**config.mk**
```make
export PLATFORM = sky130hd
export DESIGN_NAME = context_scheduler
export DESIGN_NICKNAME = d
export VERILOG_FILES = /design/src/rtl/context_scheduler_pkg.sv /design/src/rtl/context_scheduler_rr_pick.sv /design/src/rtl/context_scheduler.sv
export SDC_FILE = /design/constraint.sdc
export NUM_CORES = 1
export LEC_CHECK = 0
export BUFFER_PORTS_ARGS = -buffer_cell sky130_fd_sc_hd__buf_4
export CORE_MARGIN = 3
export CORE_UTILIZATION = 55
export DETAILED_ROUTE_END_ITERATION = 8
export HOLD_SLACK_MARGIN = 0.15
export PLACE_DENSITY = 0.79
export RECOVER_POWER = 100
export SLEW_MARGIN = 30
export SYNTH_ARGS = -nofsm -noshare
export SYNTH_HDL_FRONTEND = slang
export SYNTH_SLANG_ARGS = --single-unit
```
**constraint.sdc**
```tcl
create_clock -name Slow_Clock -period 3.55 [get_ports Slow_Clock]
set_clock_uncertainty 0.1 [all_clocks]
set_input_delay 0.1775 -clock Slow_Clock [delete_from_list [all_inputs] [get_ports Slow_Clock]]
set_output_delay 0.1775 -clock Slow_Clock [all_outputs]
set_load 0.005 [all_outputs]
```
**src/rtl/context_scheduler_pkg.sv**
```systemverilog
// Shared types and default constants for the context scheduler.
package sched_pkg;

    localparam int NUM_PROC_DEF      = 4;
    localparam int PROC_ID_W         = $clog2(NUM_PROC_DEF);
    localparam int PROC_STRIDE_DEF   = 512;
    localparam int DEFAULT_SLICE_DEF = 1000;

    typedef enum logic [1:0] {
        ST_RUN    = 2'd0,
        ST_SWITCH = 2'd1,
        ST_IDLE   = 2'd2
    } sched_state_e;

endpackage

```
**src/rtl/context_scheduler_rr_pick.sv**
```systemverilog
// Round-robin next-eligible finder: scans cur+1, cur+2, ... with wrap, trying cur itself last.
module rr_pick
    import sched_pkg::*;
#(
    parameter int NUM_PROC = NUM_PROC_DEF
) (
    input  logic [NUM_PROC-1:0]         elig,
    input  logic [$clog2(NUM_PROC)-1:0] cur,
    output logic [$clog2(NUM_PROC)-1:0] next_idx,
    output logic                        valid
);

    localparam int ID_W = $clog2(NUM_PROC);

    logic [ID_W-1:0] cand;

    // NOTE: every variable gets a default at the top of always_comb so no path leaves it unassigned (no latch).
    always_comb begin
        next_idx = cur;
        valid    = 1'b0;
        cand     = cur;
        for (int k = 1; k <= NUM_PROC; k++) begin
            // NUM_PROC is a power of two, so the narrow add wraps modulo NUM_PROC; k == NUM_PROC lands on cur
            cand = cur + ID_W'(k);
            if (!valid && elig[cand]) begin
                next_idx = cand;
                valid    = 1'b1;
            end
        end
    end

endmodule

```
**src/rtl/context_scheduler.sv**
```systemverilog
// Preemptive round-robin context scheduler with a per-process saved-PC table.
// Quantum counter and expiry preemption exist only when CTX_SCHED_PREEMPT_EN is defined.
module context_scheduler
    import sched_pkg::*;
#(
    parameter int NUM_PROC      = NUM_PROC_DEF,
    parameter int PC_W          = 13,
    parameter int SLICE_W       = 16,
    parameter int PROC_STRIDE   = PROC_STRIDE_DEF,
    parameter int DEFAULT_SLICE = DEFAULT_SLICE_DEF
) (
    input  logic                        Slow_Clock,
    input  logic                        Reset,
    input  logic                        Enable,
    input  logic [NUM_PROC-1:0]         Ready_Mask,
    input  logic                        Slice_Load,
    input  logic [SLICE_W-1:0]          Slice_Value,
    input  logic                        Sw_Req,
    input  logic [$clog2(NUM_PROC)-1:0] Sw_Target,
    input  logic                        Halt,
    input  logic [PC_W-1:0]             Cur_PC,
    output logic                        Switch,
    output logic [PC_W-1:0]             Ctx_PC,
    output logic [$clog2(NUM_PROC)-1:0] Proc_ID,
    output logic [NUM_PROC-1:0]         Done_Mask,
    output logic                        Idle,
    output logic [SLICE_W-1:0]          Slice_Count
);

    localparam int ID_W = $clog2(NUM_PROC);

    sched_state_e       state_q, state_d;
    logic [ID_W-1:0]    proc_id_q, proc_id_d;
    logic [ID_W-1:0]    next_q, next_d;
    logic               switch_q, switch_d;
    logic [PC_W-1:0]    ctx_pc_q, ctx_pc_d;
    logic               idle_q, idle_d;
    logic [NUM_PROC-1:0] done_q, done_d;
    logic               from_idle_q, from_idle_d;
    logic [PC_W-1:0]    saved_q [NUM_PROC];
    logic [PC_W-1:0]    saved_d [NUM_PROC];

    logic [NUM_PROC-1:0] elig, cur_bit, pick_mask;
    logic [ID_W-1:0]     pick_idx, sw_tgt;
    logic                pick_valid, sw_hit, sw_self, expiry, reload;
    logic                go_sw, go_idle;

    assign elig    = Ready_Mask & ~done_q;
    assign cur_bit = NUM_PROC'(1) << proc_id_q;
    assign sw_hit  = Sw_Req && elig[Sw_Target] && (Sw_Target != proc_id_q);
    assign sw_self = Sw_Req && (Sw_Target == proc_id_q);

    // A halting process must not be picked again, so it is masked out before the scan.
    assign pick_mask = (state_q == ST_RUN && Halt) ? (elig & ~cur_bit) : elig;

    rr_pick #(
        .NUM_PROC (NUM_PROC)
    ) u_rr_pick (
        .elig     (pick_mask),
        .cur      (proc_id_q),
        .next_idx (pick_idx),
        .valid    (pick_valid)
    );

    always_comb begin
        state_d     = state_q;
        proc_id_d   = proc_id_q;
        next_d      = next_q;
        switch_d    = 1'b0;
        ctx_pc_d    = ctx_pc_q;
        idle_d      = idle_q;
        done_d      = done_q;
        from_idle_d = from_idle_q;
        saved_d     = saved_q;
        reload      = 1'b0;
        go_sw       = 1'b0;
        go_idle     = 1'b0;
        sw_tgt      = pick_idx;

        unique case (state_q)
            ST_RUN: begin
                if (Halt) begin
                    done_d[proc_id_q] = 1'b1;
                    if (pick_valid) go_sw   = 1'b1;
                    else            go_idle = 1'b1;
                end else if (sw_hit) begin
                    go_sw  = 1'b1;
                    sw_tgt = Sw_Target;
                end else if (sw_self) begin
                    reload = 1'b1;
                end else if (expiry) begin
                    if (!pick_valid)                  go_idle = 1'b1;
                    else if (pick_idx != proc_id_q)   go_sw   = 1'b1;
                    else                              reload  = 1'b1;
                end
            end
            ST_SWITCH: begin
                state_d   = ST_RUN;
                proc_id_d = next_q;
                reload    = 1'b1;
                // Coming out of IDLE the outgoing PC was already saved when the core stalled
                if (!from_idle_q) saved_d[proc_id_q] = Cur_PC;
            end
            ST_IDLE: begin
                if (pick_valid) go_sw = 1'b1;
            end
            default: state_d = ST_RUN;
        endcase

        if (go_sw) begin
            state_d     = ST_SWITCH;
            switch_d    = 1'b1;
            next_d      = sw_tgt;
            ctx_pc_d    = saved_q[sw_tgt];
            idle_d      = 1'b0;
            from_idle_d = (state_q == ST_IDLE);
        end
        if (go_idle) begin
            state_d            = ST_IDLE;
            idle_d             = 1'b1;
            saved_d[proc_id_q] = Cur_PC;
        end
    end

    always_ff @(posedge Slow_Clock or negedge Reset) begin
        if (!Reset) begin
            state_q     <= ST_RUN;
            proc_id_q   <= '0;
            next_q      <= '0;
            switch_q    <= 1'b0;
            ctx_pc_q    <= '0;
            idle_q      <= 1'b0;
            done_q      <= '0;
            from_idle_q <= 1'b0;
            // NOTE: the saved-PC table is a handful of flops with defined per-slot start PCs, so it takes reset like any register.
            for (int i = 0; i < NUM_PROC; i++) begin
                saved_q[i] <= PC_W'(i * PROC_STRIDE);
            end
        end else begin
            // NOTE: non-blocking updates so every flop samples the pre-edge values.
            state_q     <= state_d;
            proc_id_q   <= proc_id_d;
            next_q      <= next_d;
            switch_q    <= switch_d;
            ctx_pc_q    <= ctx_pc_d;
            idle_q      <= idle_d;
            done_q      <= done_d;
            from_idle_q <= from_idle_d;
            saved_q     <= saved_d;
        end
    end

`ifdef CTX_SCHED_PREEMPT_EN
    logic [SLICE_W-1:0] slice_q, slice_d;
    logic [SLICE_W-1:0] count_q, count_d;

    // A same-cycle Slice_Load feeds the reload directly; a zero quantum behaves as one cycle.
    always_comb begin
        slice_d = Slice_Load ? Slice_Value : slice_q;
        count_d = count_q;
        if (reload) begin
            count_d = (slice_d == '0) ? '0 : slice_d - 1'b1;
        end else if (state_q == ST_RUN && Enable && count_q != '0) begin
            count_d = count_q - 1'b1;
        end
    end

    always_ff @(posedge Slow_Clock or negedge Reset) begin
        if (!Reset) begin
            slice_q <= SLICE_W'(DEFAULT_SLICE);
            count_q <= SLICE_W'(DEFAULT_SLICE - 1);
        end else begin
            slice_q <= slice_d;
            count_q <= count_d;
        end
    end

    assign expiry      = (state_q == ST_RUN) && Enable && (count_q == '0);
    assign Slice_Count = count_q;
`else
    logic unused_slice;

    assign unused_slice = ^{Enable, Slice_Load, Slice_Value, reload};
    assign expiry       = 1'b0;
    assign Slice_Count  = '0;
`endif

    assign Switch    = switch_q;
    assign Ctx_PC    = ctx_pc_q;
    assign Proc_ID   = proc_id_q;
    assign Done_Mask = done_q;
    assign Idle      = idle_q;

endmodule

```
==> impl_metrics.csv, run 1 <==
group,metric,value,unit
global_routing,grt_pass1_wl,13700,um
worst_setup_path,crit_type,"flip-flop to flip-flop",
worst_setup_path,start_kind,"flip-flop",
hold_path,min_from,"Sw_Req",
logic_synthesis,synth.avg_cell_area,12.8,um^2
clocking,clock_path_buffers,2,
worst_setup_path,worstPathRequired,3.68,ns
clocking,cts_resized,0,
global_routing,antenna_found_initial,0,
logic_synthesis,ys_ff_latch,78,
detailed_routing,wl_per_cell,16.6,um
logic_synthesis,synth_area_leaders,"dfrtp_1 44%, mux2_2 8.8%, mux2i_1 6.2%",
sta,period_share,0.905,
sta,finalCriticalPeriod,3.21,ns
detailed_routing,drt-initial-drc-count,131,
hold_path,hold_path_class,"primary input to flip-flop",
detailed_routing,ant_nets,0,
worst_setup_path,rr_endpoint,"saved_q[6]",
global_routing,grt_pass1_vias,2823,
logic_synthesis,async_reset_ff_frac,1.00,
outcome,outcome,"finished, violations left",
detailed_routing,drc,0,
die,fp.dieW,93.6,um
sta,slew_headroom,-0.258,
clocking,root_buffer,"clkbuf_8",
clocking,cts_tree,"yes",
sta,drv_slew,79,
worst_setup_path,r2r-start,"Proc_ID[1]",
detailed_routing,via_per_inst,5.54,
worst_setup_path,ff2ff_setup_slack,0.34,ns
clocking,clock_sinks,78,
flow_run,maxCapViolCount,1,
die,die_y,93.6,um
worst_setup_path,rr_worst_depth,10,
detailed_routing,vias,2764,
clocking,post_cts_buffers,0,
global_routing,globalRouteTotalUtil,0.201,
cells_and_area,layout-drive-gt1-share,0.308,
detailed_routing,drt_first_pass_iters,4,
placed_design,hpwlAfterDp,5470,um
logic_synthesis,synth_cells,330,
clocking,clk_pin_slew,0.08,ns
sta,setup-tns-final,0,ns
sta,worst_slack,0.338,ns
sta,setup_violations,0,
cells_and_area,syn2layout_area_growth,14.6,%
sta,max_freq,0.311,GHz
die,die-area,8770,um^2
logic_synthesis,synth_cell_types,60,
logic_synthesis,syn-cell-area,4220,um^2
logic_synthesis,synthFlopType,"dfrtp_1",
logic_synthesis,synth_warnings,0,
worst_setup_path,cp_max_fo,7,
outcome,violations,"max-capacitance violations, max-slew violations",
clocking,clock_latency,0.35,ns
worst_setup_path,end_kind,"flip-flop",
die,start_util,0.573,
hold_path,holdPathEnd,"Idle",
power,power_leakage,2.17,nW
placed_design,portBuffers,43,
sta,worstMarginPinSlew,1.89,ns
worst_setup_path,crit_arrival,3.34,ns
global_routing,grt_max_degree,79,
placed_design,pre_cts_slack,0.369,ns
power,max-vdd-ir-drop,0.454,mV
logic_synthesis,yosysSeqAreaShare,0.463,
power,power_per_cell_area,918,nW/um^2
detailed_routing,wl,8280,um
logic_synthesis,synth_edf_count,0,
sta,rsz0062_at_grt,"no",
clocking,cts_max_level,3,
die,ios,78,
cells_and_area,fin_nets,441,
logic_synthesis,yosysTopAreaCell,"dfrtp_1",
logic_synthesis,synth_top_area_share,0.438,
cells_and_area,antennaDiodeCount,0,
hold_path,holdPathStages,6,
sta,finalHoldViolations,0,
die,core,7370,um^2
global_routing,overflow,0,
clocking,cts_buffers,9,
placed_design,gp_congestion,0.884,
die,row_count,31,
[through the flow]
stage          cells  hold slack, ns  utilization  cell area, um^2  power (mW)
2_1_floorplan    345          -0.218            -             4280        3.37
3_3_place_gp     468           0.282        0.621             4570        3.85
3_5_place_dp     468           0.285        0.621             4570        3.93
4_1_cts          499           0.266        0.669             4930        4.63
5_1_grt          499           0.386        0.657             4840        4.76
6_report         499           0.274        0.657             4840        4.45
[worst max path at each step]
stage | startpoint | end | slack [ns] | cells after the start
CTS | Proc_ID[0] | Ctx_PC[2] | 0.35 | 9
detailed placement | Proc_ID[1] | Ctx_PC[2] | 0.37 | 8
global placement | Proc_ID[1] | Ctx_PC[10] | 0.41 | 9
global route | Proc_ID[0] | saved_q[6] | 0.13 | 11
floorplan | Proc_ID[1] | Ctx_PC[11] | 0.42 | 11
finish | Proc_ID[1] | saved_q[6] | 0.34 | 10
[power by group]
part,internal [mW],switching [mW]
Clock,0.348,0.329
Combinational,1.10,1.07
Sequential,1.35,0.253
Total,2.79,1.66
[cells in the mapped netlist, types with 4 or more instances]
master and count:
nor2_1 8, dfrtp_1 74, inv_1 5, o221ai_2 12
ha_1 5, mux2i_1 26, nand2_1 32, mux2_1 21
mux4_2 4, o21ai_0 5, nand2b_1 8, mux2_2 33
dfstp_2 4, nor2b_1 7, buf_4 23
[sequential cells by signal, indices dropped and copies added, names as in the netlist]
signal and flops:
Switch 1, Ctx_PC 13, state_q 2, next_q 2
Idle 1, saved_q 52, from_idle_q 1, Proc_ID 2
Done_Mask 4
[cell usage in the layout (no fill, tap or decap), types with 4 or more instances in the layout]
cell type | netlist | final
mux4_2 | 4 | 4
nand2_1 | 32 | 32
o21ai_0 | 5 | 5
mux2_2 | 33 | 33
mux2_1 | 21 | 21
nor2b_1 | 7 | 7
buf_4 | 23 | 28
ha_1 | 5 | 5
clkbuf_1 | 1 | 4
clkbuf_8 | 0 | 10
dfrtp_1 | 74 | 74
nand2b_1 | 8 | 8
mux2i_1 | 26 | 26
nor2_1 | 8 | 8
dfstp_2 | 4 | 4
clkbuf_4 | 0 | 19
conb_1 | 1 | 16
o221ai_1 | 3 | 12
inv_1 | 5 | 6
dlygate4sd3_1 | 0 | 15
[worst max-delay path, stage by stage (launching register included)]
cell and delay (ns):
dfrtp_1 0.38, inv_1 0.11, ha_1 0.32, or3b_1 0.44
o221ai_2 0.19, o2bb2a_1 0.33, a41oi_1 0.25, nor2_1 0.09
nand2_1 0.11, clkbuf_1 0.39, mux2_2 0.40
[what timing repair did]
action / in CTS / in global routing
hold buffers: 15 / 0
endpoints found under the hold margin: 129 / 0
endpoints found under the setup margin: 0 / 0
[layout make-up]
type                            count  area (um^2)
Timing Repair Buffer               70          553
Sequential cell                    78         1960
Clock inverter                      6         68.8
Fill cell                         582         2530
Clock buffer                       10          138
Inverter                            6         22.5
Tap cell                           99          124
Multi-Input combinational cell    230         1980
[cell families (layout without fill, tap and decap cells)]
family,after synthesis,in the layout,share of synthesized area
multiplexers,84,84,0.227
AND/OR/NAND/NOR,80,80,0.122
flip-flops,78,78,0.463
AO/OA/AOI/OAI,43,43,0.102
buffers and inverters,37,92,0.0658
adder cells (fa/ha/maj),5,5,0.0148
XOR/XNOR,2,2,0.00415
other,1,16,0.000888
[metal layers]
metal / up-vias / track usage / routed length [um]
met5: - / 0 / 0
met4: 0 / 0.0662 / 106
met3: 11 / 0.0426 / 331
met2: 68 / 0.329 / 4000
met1: 1386 / 0.268 / 3840
li1: 1299 / - / -
No activity file was read; power rests on OpenSTA's default activity.
==> run 2, diff against run 1 <==
--- a/config.mk
+++ b/config.mk
@@ -7,10 +7,10 @@
 export LEC_CHECK = 0
 export BUFFER_PORTS_ARGS = -buffer_cell sky130_fd_sc_hd__buf_4
 export CORE_MARGIN = 3
-export CORE_UTILIZATION = 55
+export CORE_UTILIZATION = 45
 export DETAILED_ROUTE_END_ITERATION = 8
 export HOLD_SLACK_MARGIN = 0.15
-export PLACE_DENSITY = 0.79
+export PLACE_DENSITY = 0.67
 export RECOVER_POWER = 100
 export SLEW_MARGIN = 30
 export SYNTH_ARGS = -nofsm -noshare
==> run 2 against run 1 <==
Compared with the run above:
- the run still ends with max-capacitance violations, max-slew violations left
- sequential power barely moved
- count of clock-buffer cells in the layout stayed put
- register-to-register slack worse by 0.08 ns
- die area increased by 21%
- largest cell class unchanged
- largest power group unchanged
==> impl_metrics.csv, run 2 (synthesis gave the netlist of run 1 again) <==
group,metric,value,unit
outcome,outcome,"finished, violations left",
outcome,violations,"max-capacitance violations, max-slew violations",
die,row_count,34,
flow_run,maxCapViolCount,1,
worst_setup_path,end_kind,"flip-flop",
clocking,cts_resized,0,
power,sequentialPowerShare,0.363,
die,start_util,0.473,
power,power_per_cell_area,904,nW/um^2
sta,slew_headroom,-0.281,
clocking,cts_tree,"yes",
clocking,root_buffer,"clkbuf_8",
die,fp.dieW,103,um
detailed_routing,drc,0,
detailed_routing,drt_first_pass_iters,4,
clocking,clock_path_buffers,2,
power,clock_power_share,0.137,
worst_setup_path,crit_type,"flip-flop to flip-flop",
die,ios,78,
sta,rsz0062_at_grt,"no",
sta,finalHoldViolations,0,
worst_setup_path,worstPathRequired,3.66,ns
clocking,post_cts_buffers,0,
cells_and_area,final_common_cell,"dfrtp_1",
clocking,clock_latency,0.35,ns
placed_design,placed_cell_area,4570,um^2
sta,finalCriticalPeriod,3.29,ns
clocking,cts_buffers,9,
placed_design,gp_congestion,0.850,
clocking,cts_max_level,3,
global_routing,overflow,0,
cells_and_area,fill_cells,785,
worst_setup_path,cp_max_fo,14,
hold_path,hold_path_class,"primary input to flip-flop",
cells_and_area,layout-drive-gt1-share,0.321,
placed_design,portBuffers,43,
global_routing,antenna_found_initial,0,
power,power.internal,2.70,mW
cells_and_area,antennaDiodeCount,0,
worst_setup_path,crit_arrival,3.40,ns
sta,worstMarginPinSlew,1.92,ns
die,core,8930,um^2
die,die_y,103,um
power,max-vdd-ir-drop,0.469,mV
detailed_routing,ant_nets,0,
detailed_routing,wl_per_cell,16.5,um
power,p_switching,1.67,mW
global_routing,grt_max_degree,79,
placed_design,hpwlAfterDp,5590,um
cells_and_area,fin_nets,440,
cells_and_area,stdcell_area,4830,um^2
cells_and_area,largest_reg_flops,52,
die,die-area,10600,um^2
global_routing,grt_pass1_vias,2794,
clocking,clk_pin_slew,0.08,ns
sta,max_freq,0.304,GHz
clocking,postCtsHoldBufs,15,
global_routing,globalRouteTotalUtil,0.167,
detailed_routing,via_per_inst,5.54,
sta,period_share,0.927,
sta,setup-tns-final,0,ns
sta,drv_slew,79,
worst_setup_path,start_kind,"flip-flop",
power,p_sw_frac,0.382,
sta,setup_violations,0,
detailed_routing,drt-initial-drc-count,98,
cells_and_area,top_register,"saved_q",
detailed_routing,wl,8360,um
cells_and_area,layout_common_cells,"74 x dfrtp_1, 33 x mux2_2, 32 x nand2_1",
cells_and_area,syn2layout_area_growth,14.3,%
power,power_frac_comb,0.500,
global_routing,grt_pass1_wl,13600,um
power,power_leakage,2.15,nW
clocking,clock_sinks,78,
detailed_routing,vias,2808,
[run 2: cell types whose count changed in the layout (fill, tap and decap cells not counted), sizes merged]
cell and delta:
bufinv -1, clkbuf -1, clkinv -1, clkinvlp +1
inv +1
[run 2: cell type report]
cell class                      count  area, um^2  share of cell area
Multi-Input combinational cell    230        2000               0.414
Sequential cell                    78        1960               0.405
Timing Repair Buffer               69         542               0.112
Tap cell                          108         135              0.0280
Clock buffer                       10         128              0.0264
Clock inverter                      6        46.3             0.00959
Inverter                            6        22.5             0.00466
[run 2: path summary, 6_finish.rpt]
check / startpoint / endpoint / slack (ns) / depth (start not counted)
min in group asynchronous: Reset / Done_Mask[0] / 0.77 / 2
max in group asynchronous: Reset / saved_q[51] / 1.41 / 2
worst min register to register: next_q[0] / next_q[0] / 0.39 / 2
worst max register to register: Proc_ID[1] / Ctx_PC[8] / 0.26 / 10
worst max-delay path: Proc_ID[1] / Ctx_PC[8] / 0.26 / 10
worst min-delay path: Sw_Req / Idle / 0.25 / 6
[run 2: per-layer routing]
metal  share of wire  up-vias  global-route usage
met2            0.50       70               0.289
met5               0        -                   0
met3           0.045        8              0.0447
li1                -     1302                   -
met1            0.44     1428               0.206
met4           0.011        0              0.0478
[run 2: power groups by stage]
stage	registers (mW)	logic (mW)	clock network (mW)
4_1_cts	1.59	2.33	0.615
3_5_place_dp	1.61	2.31	0
6_report	1.58	2.18	0.596
3_3_place_gp	1.59	2.27	0
2_1_floorplan	1.55	1.82	0
5_1_grt	1.64	2.41	0.655
[run 2: critical path, cell delays in order, from the launching register on]
cell and delay [ns]:
dfrtp_1 0.38, inv_1 0.12, ha_1 0.32, or3b_1 0.43, o221ai_2 0.20, o2bb2a_2 0.29
a311o_1 0.36, nor2_8 0.31, clkbuf_2 0.27, mux2i_1 0.27, o221ai_2 0.12
[run 2: stage by stage]
step / cells / hold slack (ns) / power, mW / util / setup WS [ns]
floorplan: 345 / -0.218 / 3.37 / - / 0.417
global placement: 476 / 0.294 / 3.86 / 0.511 / 0.327
detailed placement: 476 / 0.306 / 3.92 / 0.511 / 0.278
CTS: 507 / 0.241 / 4.54 / 0.547 / 0.271
global route: 507 / 0.333 / 4.71 / 0.541 / 0.0816
finish: 507 / 0.249 / 4.36 / 0.541 / 0.259
